===== src/rtl/cpu_pkg.sv =====
// Shared CPU definitions: NOP encoding, default fetch addresses and the fetch FSM states.
package cpu_pkg;

  localparam logic [31:0] NOP              = 32'h0000_0013;
  localparam logic [31:0] DEFAULT_RESET_PC = 32'h0000_0000;
  localparam logic [31:0] DEFAULT_HALT_PC  = 32'h0000_0400;

  typedef enum logic {
    RUN  = 1'b0,
    HALT = 1'b1
  } fsm_state_e;

endpackage


===== src/rtl/if_id_reg.sv =====
// IF/ID pipeline register with flush, hold and load controls.
// Control priority is reset > flush > hold > load; with no control asserted, the contents are kept.
module if_id_reg
  import cpu_pkg::*;
(
  input  logic        clk,
  input  logic        rstn,
  input  logic        load,
  input  logic        flush,
  input  logic        hold,
  input  logic [31:0] pc_d,
  input  logic [31:0] inst_d,
  output logic        valid,
  output logic [31:0] pc,
  output logic [31:0] inst
);

  always_ff @(posedge clk) begin
    if (!rstn || flush) begin
      valid <= 1'b0;
      pc    <= 32'h0000_0000;
      inst  <= NOP;
    end else if (hold) begin
      valid <= valid;
      pc    <= pc;
      inst  <= inst;
    end else if (load) begin
      valid <= 1'b1;
      pc    <= pc_d;
      inst  <= inst_d;
    end
  end

endmodule


===== src/rtl/if_stage.sv =====
// Instruction fetch stage: PC register, RUN/HALT fetch FSM, fetch counter and IF/ID register.
// IF_ID_valid has no ready: a slot is consumed at every edge where stall is low.
module if_stage
  import cpu_pkg::*;
#(
  parameter logic [31:0] RESET_PC = DEFAULT_RESET_PC,
  parameter logic [31:0] HALT_PC  = DEFAULT_HALT_PC
) (
  input  logic        clk,
  input  logic        rstn,
  output logic [31:0] PC_out,
  input  logic [31:0] inst_in,
  input  logic        stall,
  input  logic        redirect_valid,
  input  logic [31:0] redirect_pc,
  output logic        IF_ID_valid,
  output logic [31:0] IF_ID_PC,
  output logic [31:0] IF_ID_Inst,
  output logic        halted,
  output logic [31:0] fetch_cnt,
  output fsm_state_e  state_dbg
);

  fsm_state_e  state, state_next;
  logic [31:0] pc_q, pc_next;
  logic [31:0] cnt_q, cnt_next;
  logic        ifid_load, ifid_flush, ifid_hold;

  always_ff @(posedge clk) begin
    if (!rstn) begin
      state <= RUN;
      pc_q  <= RESET_PC;
      cnt_q <= 32'h0000_0000;
    end else begin
      state <= state_next;
      pc_q  <= pc_next;
      cnt_q <= cnt_next;
    end
  end

  always_comb begin
    state_next = state;
    pc_next    = pc_q;
    cnt_next   = cnt_q;
    ifid_load  = 1'b0;
    ifid_flush = 1'b0;
    ifid_hold  = 1'b0;
    if (redirect_valid) begin
      // Redirect beats stall and also leaves HALT.
      pc_next    = redirect_pc & 32'hFFFF_FFFC;
      ifid_flush = 1'b1;
      state_next = RUN;
    end else if (state == HALT) begin
      ifid_flush = 1'b1;
    end else if (stall) begin
      ifid_hold = 1'b1;
    end else if (pc_q == HALT_PC) begin
      // The instruction at HALT_PC is never delivered.
      state_next = HALT;
      ifid_flush = 1'b1;
    end else begin
      ifid_load = 1'b1;
      pc_next   = pc_q + 32'd4;
      cnt_next  = cnt_q + 32'd1;
    end
  end

  if_id_reg u_if_id_reg (
    .clk    (clk),
    .rstn   (rstn),
    .load   (ifid_load),
    .flush  (ifid_flush),
    .hold   (ifid_hold),
    .pc_d   (pc_q),
    .inst_d (inst_in),
    .valid  (IF_ID_valid),
    .pc     (IF_ID_PC),
    .inst   (IF_ID_Inst)
  );

  assign PC_out    = pc_q;
  assign fetch_cnt = cnt_q;
  assign halted    = (state == HALT);
  assign state_dbg = state;

endmodule


===== config.mk =====
export PLATFORM = sky130hd
export DESIGN_NAME = if_stage
export DESIGN_NICKNAME = d
export VERILOG_FILES = /design/src/rtl/cpu_pkg.sv /design/src/rtl/if_id_reg.sv /design/src/rtl/if_stage.sv
export SDC_FILE = /design/constraint.sdc
export NUM_CORES = 1
export LEC_CHECK = 0
export ABC_AREA = 1
export CAP_MARGIN = 25
export CORE_ASPECT_RATIO = 0.7
export CORE_UTILIZATION = 43
export CTS_BUF_LIST = sky130_fd_sc_hd__clkbuf_8 sky130_fd_sc_hd__clkbuf_16
export DETAILED_ROUTE_END_ITERATION = 12
export HOLD_SLACK_MARGIN = 0.05
export PLACE_DENSITY = 0.78
export SYNTH_ARGS = -nofsm -noshare
export SYNTH_HDL_FRONTEND = slang
export SYNTH_SLANG_ARGS = --single-unit

===== constraint.sdc =====
create_clock -name clk -period 1.75 [get_ports clk]
set_input_delay 0.35 -clock clk [delete_from_list [all_inputs] [get_ports clk]]
set_output_delay 0.35 -clock clk [all_outputs]
set_load 0.01 [all_outputs]

==> key figures <==
GRT
  • Total grt overflow: 0
  • Grt peak-use layer: met1
  • Met3 usage: 0.0736
  • First-pass GRT wire length: 35.5 mm
  • Vias in the first global route: 6,809
  • Largest net degree at the start of global routing: 44
  • GR Util All Layers: 0.289
  • Initial antenna violation count: 0
  • Met2 Use GR: 0.415
  • M1 GR Usage: 0.426

Synth
  • Largest family of logic cells by synthesized area: simple AND/OR/NAND/NOR gates
  • Post-Synth XOR/XNOR Area: 0.0423
  • Synthesized area: 6620 µm²
  • Fraction of the mapped netlist area in adder cells: 0.00567
  • Simple-gate share of the synthesized area: 0.379
  • Mux share of post-synthesis cell area: 0
  • #FFs+latches synth: ~130
  • Seq/Total Area, Yosys: 0.381
  • Netlist cell types: 30
  • Post-Synthesis Cells: 1,033
  • Syn Area/Cell: 6.41 µm²
  • Yosys warns: 0
  • Compound-Gate Fraction of Synth Area: 0.114

Setup path
  • Reg2Reg Setup Slack: -10 ps
  • CP cell instances: inv_2 -> ha_4 -> nand2_2 -> nor2_1 -> nand2_1 -> nor2_2 -> nand2_2 -> nand2_4 -> buf_6 -> nand2_8 -> buf_12 -> nand3_1 -> a21oi_2
  • Worst-path fanout max: 11
  • Crit Path Class: flop to flop
  • Slowest stage delay, CP: 320 ps
  • R2r worst-path depth: 13
  • Crit-path slowest cell: dfxtp_2
  • Crit path from: PC_out[2]
  • Crit start category: flop
  • Reg2Reg Launch Point: PC_out[2]
  • CP endpoint kind: flop
  • Worst path most repeated cell: nand2_2
  • Worst EP arrival: 2050 ps
  • Req. time, crit path: 2030 ps
  • Worst R2R End: PC_out[26]

Final layout
  • # diodes: 0
  • Share of layout cells above drive strength 1: 0.220
  • Fin cells: 1,511
  • Area Growth Syn to Fin: 60.7%
  • Final core utilization: 0.716
  • Nets: 1,374

Clock tree
  • Clk_lat worst skew: between 400 and 500 ps
  • Max Root-Sink Buffers: 2
  • H-tree levels: 4
  • TritonCTS Buffers: 17
  • Clk slew on worst S/H paths: 60 ps
  • Root Buffer: clkbuf_16
  • CTS tree: yes
  • Total clock sinks: 126

Floorplanning
  • # rows: 37
  • Die Wd: about 150 µm
  • Starting Density: 0.445
  • Core ar.: 14,900 µm²
  • Die Y: 106 µm
  • DIE AREA: approximately 16,000 µm²
  • I/O pin cnt: 199

Timing
  • Worst-Margin Slew: 522 ps
  • Final Hold Fails: 0
  • Max Fclk: 567 MHz
  • Tmin final: 1760 ps
  • Final hold slack: 457 ps
  • RSZ-0062 raised after global routing: yes
  • Max Slew Vio Count: 0
  • Final setup fails: 2
  • Worst setup margin: -14.3 ps
  • Fin crit share: 1.01
  • Skew final: 9.55 ps
  • Worst slew margin: 0.652

Outcome
  • Failing checks: negative setup slack
  • Outcome: finished with violations

Detailed routing
  • Vias per Instance: 5.14
  • DR WL/cell: approximately 16 µm
  • DR iter-0 viols: ~770
  • Drt pass-1 iters: 5
  • Routed Antenna Nets: 0
  • Via count: ~7,800
  • # DRC: 0
  • Routed WL: between 20 and 25 mm

Pwr
  • PD cells: 752 nW/µm²
  • Lkg Pwr: about 0.0042 µW
  • VDD IR-drop max: 0.627 mV

Worst hold path
  • Worst hold start: u_if_id_reg.inst[1]
  • Hold Crit Class: flop to flop
  • WHS Path Cells: 2
  • Worst Hold End: u_if_id_reg.inst[1]

Place
  • IO buf count: 192
  • GP Congestion: 0.992
  • Post-DP HPWL: ~16 mm
  • Worst slack, placed: -139 ps
  • Dpl cells: 1,465

Job
  • # Max-Cap Violations: 0
## sequential cells by signal (all words and copies together), names as in the netlist
| name | flops |
|---|---|
| halted | 1 |
| u_if_id_reg.pc | 30 |
| u_if_id_reg.inst | 32 |
| u_if_id_reg.valid | 1 |
| fetch_cnt | 32 |
| PC_out | 30 |
## cell usage in the layout (no fill, tap or decap), types with 3 or more instances in the layout
| cell type | netlist | routed |
|---|---|---|
| inv_1 | 39 | 35 |
| buf_6 | 9 | 6 |
| clkinvlp_4 | 0 | 3 |
| dlygate4sd2_1 | 0 | 40 |
| nor2_1 | 161 | 144 |
| o21ai_2 | 0 | 14 |
| o21ai_1 | 0 | 5 |
| o21ai_0 | 37 | 18 |
| a21oi_1 | 92 | 55 |
| buf_12 | 0 | 19 |
| dfxtp_1 | 126 | 101 |
| clkdlybuf4s50_1 | 0 | 146 |
| or2_2 | 9 | 9 |
| nand3_1 | 46 | 43 |
| inv_8 | 0 | 3 |
| nor2_2 | 0 | 13 |
| inv_2 | 10 | 13 |
| buf_16 | 0 | 3 |
| conb_1 | 1 | 4 |
| inv_6 | 0 | 8 |
| nand2_1 | 390 | 386 |
| clkbuf_16 | 0 | 21 |
| a21oi_2 | 10 | 45 |
| buf_4 | 7 | 74 |
| nand4_1 | 3 | 3 |
| xnor2_1 | 17 | 17 |
| dlymetal6s2s_1 | 0 | 6 |
| xor2_1 | 15 | 15 |
| nand2_2 | 12 | 14 |
| nor2_4 | 0 | 4 |
| dfxtp_2 | 0 | 23 |
## layer usage
layer,vias to the layer above,wire length (µm)
met1,3588,11100
met5,-,0
met2,368,10000
li1,3783,-
met4,0,248
met3,27,2470
## report_power, final
group	switching [µW]	internal (µW)	leakage, µW	total, µW
Clock	1520	2150	0.000286	3670
Combinational	680	636	0.00284	1320
Sequential	58.4	2950	0.00104	3010
Total	2260	5730	0.00416	8000
## critical path, delay by kind of cell (launching register included)
family	cells	cell delay [ps]
AO/OA/AOI/OAI	1	70
adder cells (fa/ha/maj)	1	140
buffers and inverters	3	360
flip-flops	1	320
AND/OR/NAND/NOR	8	710
## what timing repair did
action                                  CTS  global route
gates resized for setup                 103           101
cloned                                    5             4
endpoints found under the setup margin  146           137
hold buffers                              0             0
pin swaps                                 9            26
setup buffers                             3             4
## metrics by stage
step                      total power [µW]  TNS [ps]  area, µm²
after floorplan                       3590         0       6630
after global routing                  8260     -4630      10600
after global placement                4200     -8990       9350
after CTS                             7880     -29.9      10200
final                                 8000     -16.0      10600
after detailed placement              4210    -10540       9350
## synthesized netlist by cell type
master / number / area share
nand2_1: 390 / 0.22
nor2_1: 161 / 0.091
dfxtp_1: 126 / 0.38
a21oi_1: 92 / 0.070
nand3_1: 46 / 0.035
inv_1: 39 / 0.022
o21ai_0: 37 / 0.028
buf_2: 21 / 0.016
xnor2_1: 17 / 0.022
xor2_1: 15 / 0.020
clkbuf_1: 13 / 0.0074
nand2_2: 12 / 0.011
a21oi_2: 10 / 0.013
inv_2: 10 / 0.0057
buf_6: 9 / 0.015
or2_2: 9 / 0.0085
buf_4: 7 / 0.0079
ha_1: 3 / 0.0057
nand4_1: 3 / 0.0028
a31oi_1: 2 / 0.0019
nand3b_1: 2 / 0.0023
and2_1: 1 / 0.00095
buf_8: 1 / 0.0023
clkinv_1: 1 / 0.00057
clkinv_2: 1 / 0.00076
conb_1: 1 / 0.00057
nand2_4: 1 / 0.0017
nor2_8: 1 / 0.0030
nor3_1: 1 / 0.00076
o21a_1: 1 / 0.0011
## worst max-delay path by stage
stage                     slack, ps                  end  cells past startpoint
final                           -10           PC_out[26]                     13
after global routing           -120           PC_out[26]                     13
after CTS                        -7           PC_out[29]                     14
after detailed placement       -140  u_if_id_reg.inst[4]                      6
after global placement         -120           PC_out[12]                      9
after floorplan                  60   u_if_id_reg.pc[21]                     14
## logic make-up after synthesis
| group | after synthesis |
|---|---|
| AND/OR/NAND/NOR | 627 |
| AO/OA/AOI/OAI | 142 |
| flip-flops | 126 |
| buffers and inverters | 102 |
| XOR/XNOR | 32 |
| adder cells (fa/ha/maj) | 3 |
| other | 1 |
## layout make-up
type	instances	area, µm²
fillers	1203	4230
multi-input cells	808	3940
repair buffers	299	3090
flip-flops and latches	126	2560
clock buffers	17	425
well taps	195	244
inverters	51	204
clock inverters	15	171
Power figures use the tool's default switching activity.
